**config.mk**
```make
export PLATFORM = sky130hd
export DESIGN_NAME = serial_subtractor
export DESIGN_NICKNAME = d
export VERILOG_FILES = /design/src/rtl/arith_pkg.sv /design/src/rtl/half_subtractor.sv /design/src/rtl/serial_subtractor.sv
export SDC_FILE = /design/constraint.sdc
export NUM_CORES = 1
export LEC_CHECK = 0
export CORE_ASPECT_RATIO = 0.75
export CORE_MARGIN = 4
export CORE_UTILIZATION = 35
export DETAILED_ROUTE_END_ITERATION = 12
export SLEW_MARGIN = 20
export SYNTH_ARGS = -nofsm -noshare
export SYNTH_HDL_FRONTEND = slang
export SYNTH_HIERARCHICAL = 1
export SYNTH_SLANG_ARGS = --single-unit
```
**constraint.sdc**
```tcl
create_clock -name clk -period 1.7 [get_ports clk]
set_input_delay 0.255 -clock clk [delete_from_list [all_inputs] [get_ports clk]]
set_output_delay 0.255 -clock clk [all_outputs]
set_load 0.1 [all_outputs]
```
**src/rtl/arith_pkg.sv**
```systemverilog
// Shared definitions for the serial arithmetic blocks.
package arith_pkg;

    typedef enum logic [1:0] {
        IDLE = 2'd0,
        RUN  = 2'd1,
        DONE = 2'd2
    } sub_state_t;

    localparam int DEFAULT_WIDTH = 8;

endpackage

```
**src/rtl/half_subtractor.sv**
```systemverilog
// Combinational half subtractor: diff = a - b, borrow when a=0 and b=1.
module half_subtractor (
    input  logic a,
    input  logic b,
    output logic diff,
    output logic borrow
);

    assign diff   = a ^ b;
    assign borrow = ~a & b;

endmodule

```
**src/rtl/serial_subtractor.sv**
```systemverilog
// Bit-serial a - b, LSB first, behind a start/done handshake.
module serial_subtractor
    import arith_pkg::*;
#(
    parameter int WIDTH = DEFAULT_WIDTH
) (
    input  logic             clk,
    input  logic             rst,
    input  logic             start,
    input  logic [WIDTH-1:0] a,
    input  logic [WIDTH-1:0] b,
    output logic             busy,
    output logic             done,
    output logic [WIDTH-1:0] diff,
    output logic             borrow_out,
    output logic             ovf
);

    localparam int CNT_W = $clog2(WIDTH + 1);
    localparam logic [CNT_W-1:0] LAST_BIT = CNT_W'(WIDTH - 1);

    sub_state_t       state_reg;
    logic [WIDTH-1:0] a_sh_reg;
    logic [WIDTH-1:0] b_sh_reg;
    logic [WIDTH-1:0] work_reg;
    logic [WIDTH-1:0] diff_reg;
    logic [CNT_W-1:0] cnt_reg;
    logic             br_reg;
    logic             sa_reg;
    logic             sb_reg;
    logic             busy_reg;
    logic             done_reg;
    logic             borrow_reg;
    logic             ovf_reg;

    // Full-subtractor cell: two half subtractors plus an OR for the borrow.
    logic             d0;
    logic             b0;
    logic             d_bit;
    logic             b1;
    logic             br_next;
    logic [WIDTH-1:0] work_next;

    half_subtractor u_hs0 (
        .a      (a_sh_reg[0]),
        .b      (b_sh_reg[0]),
        .diff   (d0),
        .borrow (b0)
    );

    half_subtractor u_hs1 (
        .a      (d0),
        .b      (br_reg),
        .diff   (d_bit),
        .borrow (b1)
    );

    assign br_next   = b0 | b1;
    assign work_next = {d_bit, work_reg[WIDTH-1:1]};

    always_ff @(posedge clk or posedge rst) begin
        if (rst) begin
            state_reg  <= IDLE;
            a_sh_reg   <= '0;
            b_sh_reg   <= '0;
            work_reg   <= '0;
            diff_reg   <= '0;
            cnt_reg    <= '0;
            br_reg     <= 1'b0;
            sa_reg     <= 1'b0;
            sb_reg     <= 1'b0;
            busy_reg   <= 1'b0;
            done_reg   <= 1'b0;
            borrow_reg <= 1'b0;
            ovf_reg    <= 1'b0;
        end else begin
            case (state_reg)
                IDLE: begin
                    done_reg <= 1'b0;
                    if (start) begin
                        a_sh_reg  <= a;
                        b_sh_reg  <= b;
                        sa_reg    <= a[WIDTH-1];
                        sb_reg    <= b[WIDTH-1];
                        br_reg    <= 1'b0;
                        cnt_reg   <= '0;
                        busy_reg  <= 1'b1;
                        state_reg <= RUN;
                    end
                end
                RUN: begin
                    a_sh_reg <= a_sh_reg >> 1;
                    b_sh_reg <= b_sh_reg >> 1;
                    br_reg   <= br_next;
                    work_reg <= work_next;
                    cnt_reg  <= cnt_reg + 1'b1;
                    if (cnt_reg == LAST_BIT) begin
                        // Result registers update only here, so RUN never exposes partial bits.
                        diff_reg   <= work_next;
                        borrow_reg <= br_next;
                        ovf_reg    <= (sa_reg != sb_reg) && (d_bit != sa_reg);
                        busy_reg   <= 1'b0;
                        done_reg   <= 1'b1;
                        state_reg  <= DONE;
                    end
                end
                DONE: begin
                    done_reg  <= 1'b0;
                    state_reg <= IDLE;
                end
                default: begin
                    busy_reg  <= 1'b0;
                    done_reg  <= 1'b0;
                    state_reg <= IDLE;
                end
            endcase
        end
    end

    assign busy       = busy_reg;
    assign done       = done_reg;
    assign diff       = diff_reg;
    assign borrow_out = borrow_reg;
    assign ovf        = ovf_reg;

endmodule

```
Word level (Yosys, flattened, before mapping) --
Cells that the tools add are included.
Cells by class: $add $sub $neg 1, equality and inequality tests 7, mux-type cells 16, bitwise logic cells 8, reductions and logical operators 8
Operator list (count):
- 8-bit case mux with 2 select lines | 2
- 8-bit two-way mux | 2
- 4-bit case mux with 2 select lines | 1
- 2-bit AND reduction | 4
- 1-bit two-way mux | 5
- 4-bit by 1-bit adder with 4-bit output (second input constant) | 1
- 4-bit by 3-bit == test with 1-bit output (second input constant) | 1
- 2-bit two-way mux | 2
- 4-bit two-way mux | 1
- 2-bit != test (second input constant) | 2
- 2-bit case mux with 2 select lines | 1
- 1-bit inverter | 3
- 1-bit case mux with 3 select lines | 1
- 3-bit AND reduction | 1
- 1-bit bitwise AND | 2
- 2-bit by 1-bit == test with 1-bit output (second input constant) | 1
- 2-bit == test (second input constant) | 1
- 2-bit logical NOT | 1
- 1-bit != test | 2
- 1-bit case mux with 2 select lines | 1
- 2-bit nonzero test | 1
- 1-bit bitwise XOR | 2
- 1-bit logical AND | 1
- 1-bit OR | 1
Storage, ports and cells: flip-flop bits (word level) 45, bits of input ports 19, word-level logic and storage cells 53

Depth between registers and ports, before layout --
Gate-level depths: netlist of the first run.
depth after elaboration 5, gate-level depth with buffers 9

Hierarchy --
The synthesis of the first run kept the hierarchy.
By module, submodules not included:
- serial_subtractor | instances 1, cells each 163, area each 1876.8 µm², seq. area each 1101.1 µm²
- half_subtractor | instances 2, cells each 3, area each 20.0 µm², seq. area each 0.0 µm²

Worst setup path before layout of the first run --
No wires, ideal clock.
path kind flip-flop to flip-flop, start reg cnt_reg[0], end reg diff_reg[0] (netlist: diff[0]), arrival time 1.384 ns, data required time 1.574 ns, setup slack 0.189 ns, cell stages (with the launch flop) 6, buffers on the path 1, path through dfrtp_1 > ha_1 > and3b_4 > and2_4 > buf_12 > mux2_4
On the way: longest elaborated chain between the ends 2
RTL lines:
- start: declaration | line serial_subtractor.sv:27 | logic [CNT_W-1:0] cnt_reg;
- start signal: assignment | line serial_subtractor.sv:96 | cnt_reg <= cnt_reg + 1'b1;
- 4-bit by 3-bit == test with 1-bit output | line serial_subtractor.sv:97 | if (cnt_reg == LAST_BIT) begin
- 2-bit AND reduction (no source line)
- end signal: assignment | line serial_subtractor.sv:99 | diff_reg <= work_next;
- end: declaration | line serial_subtractor.sv:26 | logic [WIDTH-1:0] diff_reg;
No other way between the ends. A chain may end at the register's enable or synchronous reset.

Worst setup path in the final report of the first run --
start reg a_sh_reg[0], end reg ovf_reg (netlist: ovf)
On the way: longest elaborated chain between the ends 4
RTL lines:
- start: declaration | line serial_subtractor.sv:23 | logic [WIDTH-1:0] a_sh_reg;
- start signal: assignment | line serial_subtractor.sv:92 | a_sh_reg <= a_sh_reg >> 1;
- 1-bit bitwise XOR | line half_subtractor.sv:9 | assign diff = a ^ b;
- via d0 | line serial_subtractor.sv:37 | logic d0;
- 1-bit bitwise XOR | line half_subtractor.sv:9
- via d_bit | line serial_subtractor.sv:39 | logic d_bit;
- 1-bit != test | line serial_subtractor.sv:101 | ovf_reg <= (sa_reg != sb_reg) && (d_bit != sa_reg);
- 1-bit logical AND | line serial_subtractor.sv:101
- end signal: assignment | line serial_subtractor.sv:101
- end: declaration | line serial_subtractor.sv:34 | logic ovf_reg;
The timed path passes the listed nets, and every way through them passes these cells.

==> results of run 1 <==
-- synthesized netlist by cell type, types with 2 or more instances --
library cell   n
mux2_4         8
o21ai_0       15
inv_1          5
mux2_2         3
o21ai_1        2
nor2_1         3
buf_2          6
a21oi_1        4
a22oi_1       14
a22o_1         4
nand2_1       38
ha_1           3
dfrtp_1       44
nor2b_4        2
nand2b_1       3
-- power groups by stage --
stage	sequential [uW]	clock (uW)	combinational [uW]
floorplan	2670	0	1230
global placement	1880	0	2950
detailed placement	1890	0	2970
CTS	1870	684	2990
global route	1930	731	3190
finish	1870	665	2950
-- final timing paths --
| check | startpoint | end | slack [ns] |
|---|---|---|---|
| worst max-delay path | a_sh_reg[0]$_DFFE_PP0P_ | ovf$_DFFE_PP0P_ | 0.09 |
| min in group clk | work_reg[1]$_DFFE_PP0P_ | work_reg[1]$_DFFE_PP0P_ | 0.48 |
| max in group asynchronous | rst | b_sh_reg[6]$_DFFE_PP0P_ | 1.19 |
| worst max register to register | a_sh_reg[0]$_DFFE_PP0P_ | ovf$_DFFE_PP0P_ | 0.09 |
| worst min-delay path | rst | cnt_reg[1]$_DFFE_PP0P_ | 0.30 |
| worst min register to register | work_reg[1]$_DFFE_PP0P_ | work_reg[1]$_DFFE_PP0P_ | 0.48 |
-- worst min-delay path: stages --
cell and delay, ns:
clkdlybuf4s50_1 0.40, clkinv_1 0.07, buf_12 0.24
-- cells by family after synthesis --
family | Yosys count
buffers and inverters | 15
and+or+nand+nor | 52
AOI/OAI and AO/OA | 43
DFF | 44
muxes | 12
adders and majority gates | 3
-- layout make-up --
class	count	area, um^2	share of cell area [%]
inverters	5	18.77	0.7444
flip-flops and latches	44	1101	43.67
multi-input cells	110	724.4	28.73
well taps	75	93.84	3.722
repair buffers	38	493.0	19.55
clock buffers	8	90.09	3.573
-- per-stage QoR --
stage / total power (uW) / instance area (um^2) / hold WS [ns]
floorplan: 3899 / 1917 / 0.3875
global placement: 4835 / 2431 / 0.4584
detailed placement: 4861 / 2431 / 0.4626
CTS: 5544 / 2521 / 0.3078
global route: 5850 / 2521 / 0.3257
finish: 5477 / 2521 / 0.2969
-- per-layer routing --
metal	global-route usage, %	vias to the layer above
met5	0	-
met2	17.35	28
met3	5.596	2
li1	-	648
met4	4.390	0
met1	16.39	669
==> flow_summary.json, run 1 <==
{
  "setup_viol": 0,
  "yosys.area_share.adder_pct": 1.958,
  "synth_compound_area_share_pct": 14.30,
  "nets": 226,
  "area.growth.synth_to_final_pct": 31.53,
  "ios": 31,
  "hold_violations": 0,
  "path_buf_inv": 4,
  "switchingPower_uw": 2425,
  "insertion_delay_ns": 0.29,
  "ys_seq_elements": 44,
  "gr-total-overflow": 0,
  "synth_area_per_cell_um2": 11.34,
  "grt_pass1_wl_um": 6403,
  "yosysWarnings": 6,
  "setup_tns_ns": 0,
  "hold_path.class": "in -> async",
  "antennaDiodeCount": 0,
  "power_frac_comb_pct": 53.8,
  "synth_top_area_share_pct": 57.44,
  "r2r_cells": 9,
  "die_w_um": 93.46,
  "drv_cap": 0,
  "clock-sinks": 44,
  "synth_top_family_by_area": "compound AO/OA/AOI/OAI gates",
  "drt_pass1_iterations": 4,
  "dp_hpwl_um": 2530,
  "critical-path-top-delay-family": "adder cells",
  "routed-wl-met3_um": 260,
  "rows": 23,
  "cts_max_level": 2,
  "cp-start-kind": "flip-flop",
  "synthSimpleGateAreaFrac_pct": 12.99,
  "worstSetupPathType": "reg -> reg",
  "postSynthCellCount": 169,
  "drc_errors": 0,
  "synth_seq_area_share_pct": 57.44,
  "max_stage_delay_ns": 0.36,
  "tritoncts": "built",
  "switching_share_pct": 44.27,
  "worstPathArrival_ns": 1.79,
  "clockBufferDepth": 2,
  "ctsHoldBuffers": 0,
  "finClkSkew_ns": 0.006237,
  "crit_path_top_delay_cell": "dfrtp_1",
  "rsz0062_at_grt": "no",
  "antenna_found_initial": 0,
  "path_clk_slew_ns": 0.08,
  "cts-resized-gates": 0,
  "wl_per_cell_um": 13.19,
  "synthXorXnorAreaFrac_pct": 0,
  "fin_crit_ns": 1.612,
  "port_buffers": 30,
  "worst_pin_slew_ns": 0.4384,
  "final_util_pct": 47.36,
  "power_density_nw_per_um2": 2172,
  "fmax_ghz": 0.6205,
  "drt_iter0_markers": 62,
  "layout.filler_cells": 490,
  "synthArstFlopShare_pct": 100.0,
  "start_util_pct": 36.00,
  "grt_pass1_vias": 1375,
  "crit_path_end_kind": "flip-flop",
  "die_area_um2": 6737,
  "vias": 1347,
  "final_common_cell": "dfrtp_1",
  "met1_length_um": 1812,
  "totalWireLength_um": 3693,
  "numCtsBuffers": 5,
  "path_depth": 9,
  "root_buffer": "clkbuf_8",
  "drtAntennaViolNets": 0,
  "synth_area_leaders": "dfrtp_1 57%, nand2_1 7.4%, mux2_4 6.3%, a22oi_1 5.5%, o21ai_0 3.9%",
  "post_cts_buffers": 0,
  "p_clk_share_pct": 12.1,
  "drv_slew": 0,
  "cp.required_ns": 1.88,
  "critPathMaxFanout": 4,
  "ir_worst_vdd_v": 0.0007670,
  "place_congestion": 0.7263,
  "synth.distinct_cells": 30,
  "finalCritPeriodShare_pct": 94.80,
  "synth_edf_count": 0,
  "p_leak_uw": 0.001144,
  "worst_slack_ns": 0.08836,
  "pwr-share-seq_pct": 34.1,
  "intPower_uw": 3052,
  "die_y_um": 72.09,
  "synthMuxAreaShare_pct": 8.551,
  "wl_met2_um": 1587,
  "vias_per_cell": 4.811,
  "final_layout_size_suffix_gt1_share_pct": 20.49,
  "synth_ff_type": "dfrtp_1",
  "synth.net_count": 191,
  "grt.total_usage_pct": 12.21,
  "pre_cts_slack_ns": 0.06798,
  "core_um2": 5324,
  "path_common_cell": "inv_1",
  "grt_start_max_net_pins": 45,
  "outcome": "finished clean",
  "instances_no_fill": 280,
  "top_layer": "met4",
  "relSlewSlack_pct": 70.77,
  "syn_area_um2": 1917,
  "dpl.cell_count": 272,
  "yosysTopAreaCell": "dfrtp_1",
  "path_cells": "inv_1 -> ha_1 -> inv_1 -> inv_1 -> ha_1 -> inv_1 -> nand2_1 -> o22ai_1 -> mux2_4",
  "layout_common_cells": "44 x dfrtp_1, 38 x nand2_1, 18 x clkdlybuf4s50_1"
}
Power figures use the tool's default switching activity.
==> run 2, diff against run 1 <==
--- a/config.mk
+++ b/config.mk
@@ -5,6 +5,7 @@
 export SDC_FILE = /design/constraint.sdc
 export NUM_CORES = 1
 export LEC_CHECK = 0
+export CAP_MARGIN = 20
 export CORE_ASPECT_RATIO = 0.75
 export CORE_MARGIN = 4
 export CORE_UTILIZATION = 35
==> results of run 2 <==
Final layout, timing and power as in run 1 (identical DEF).
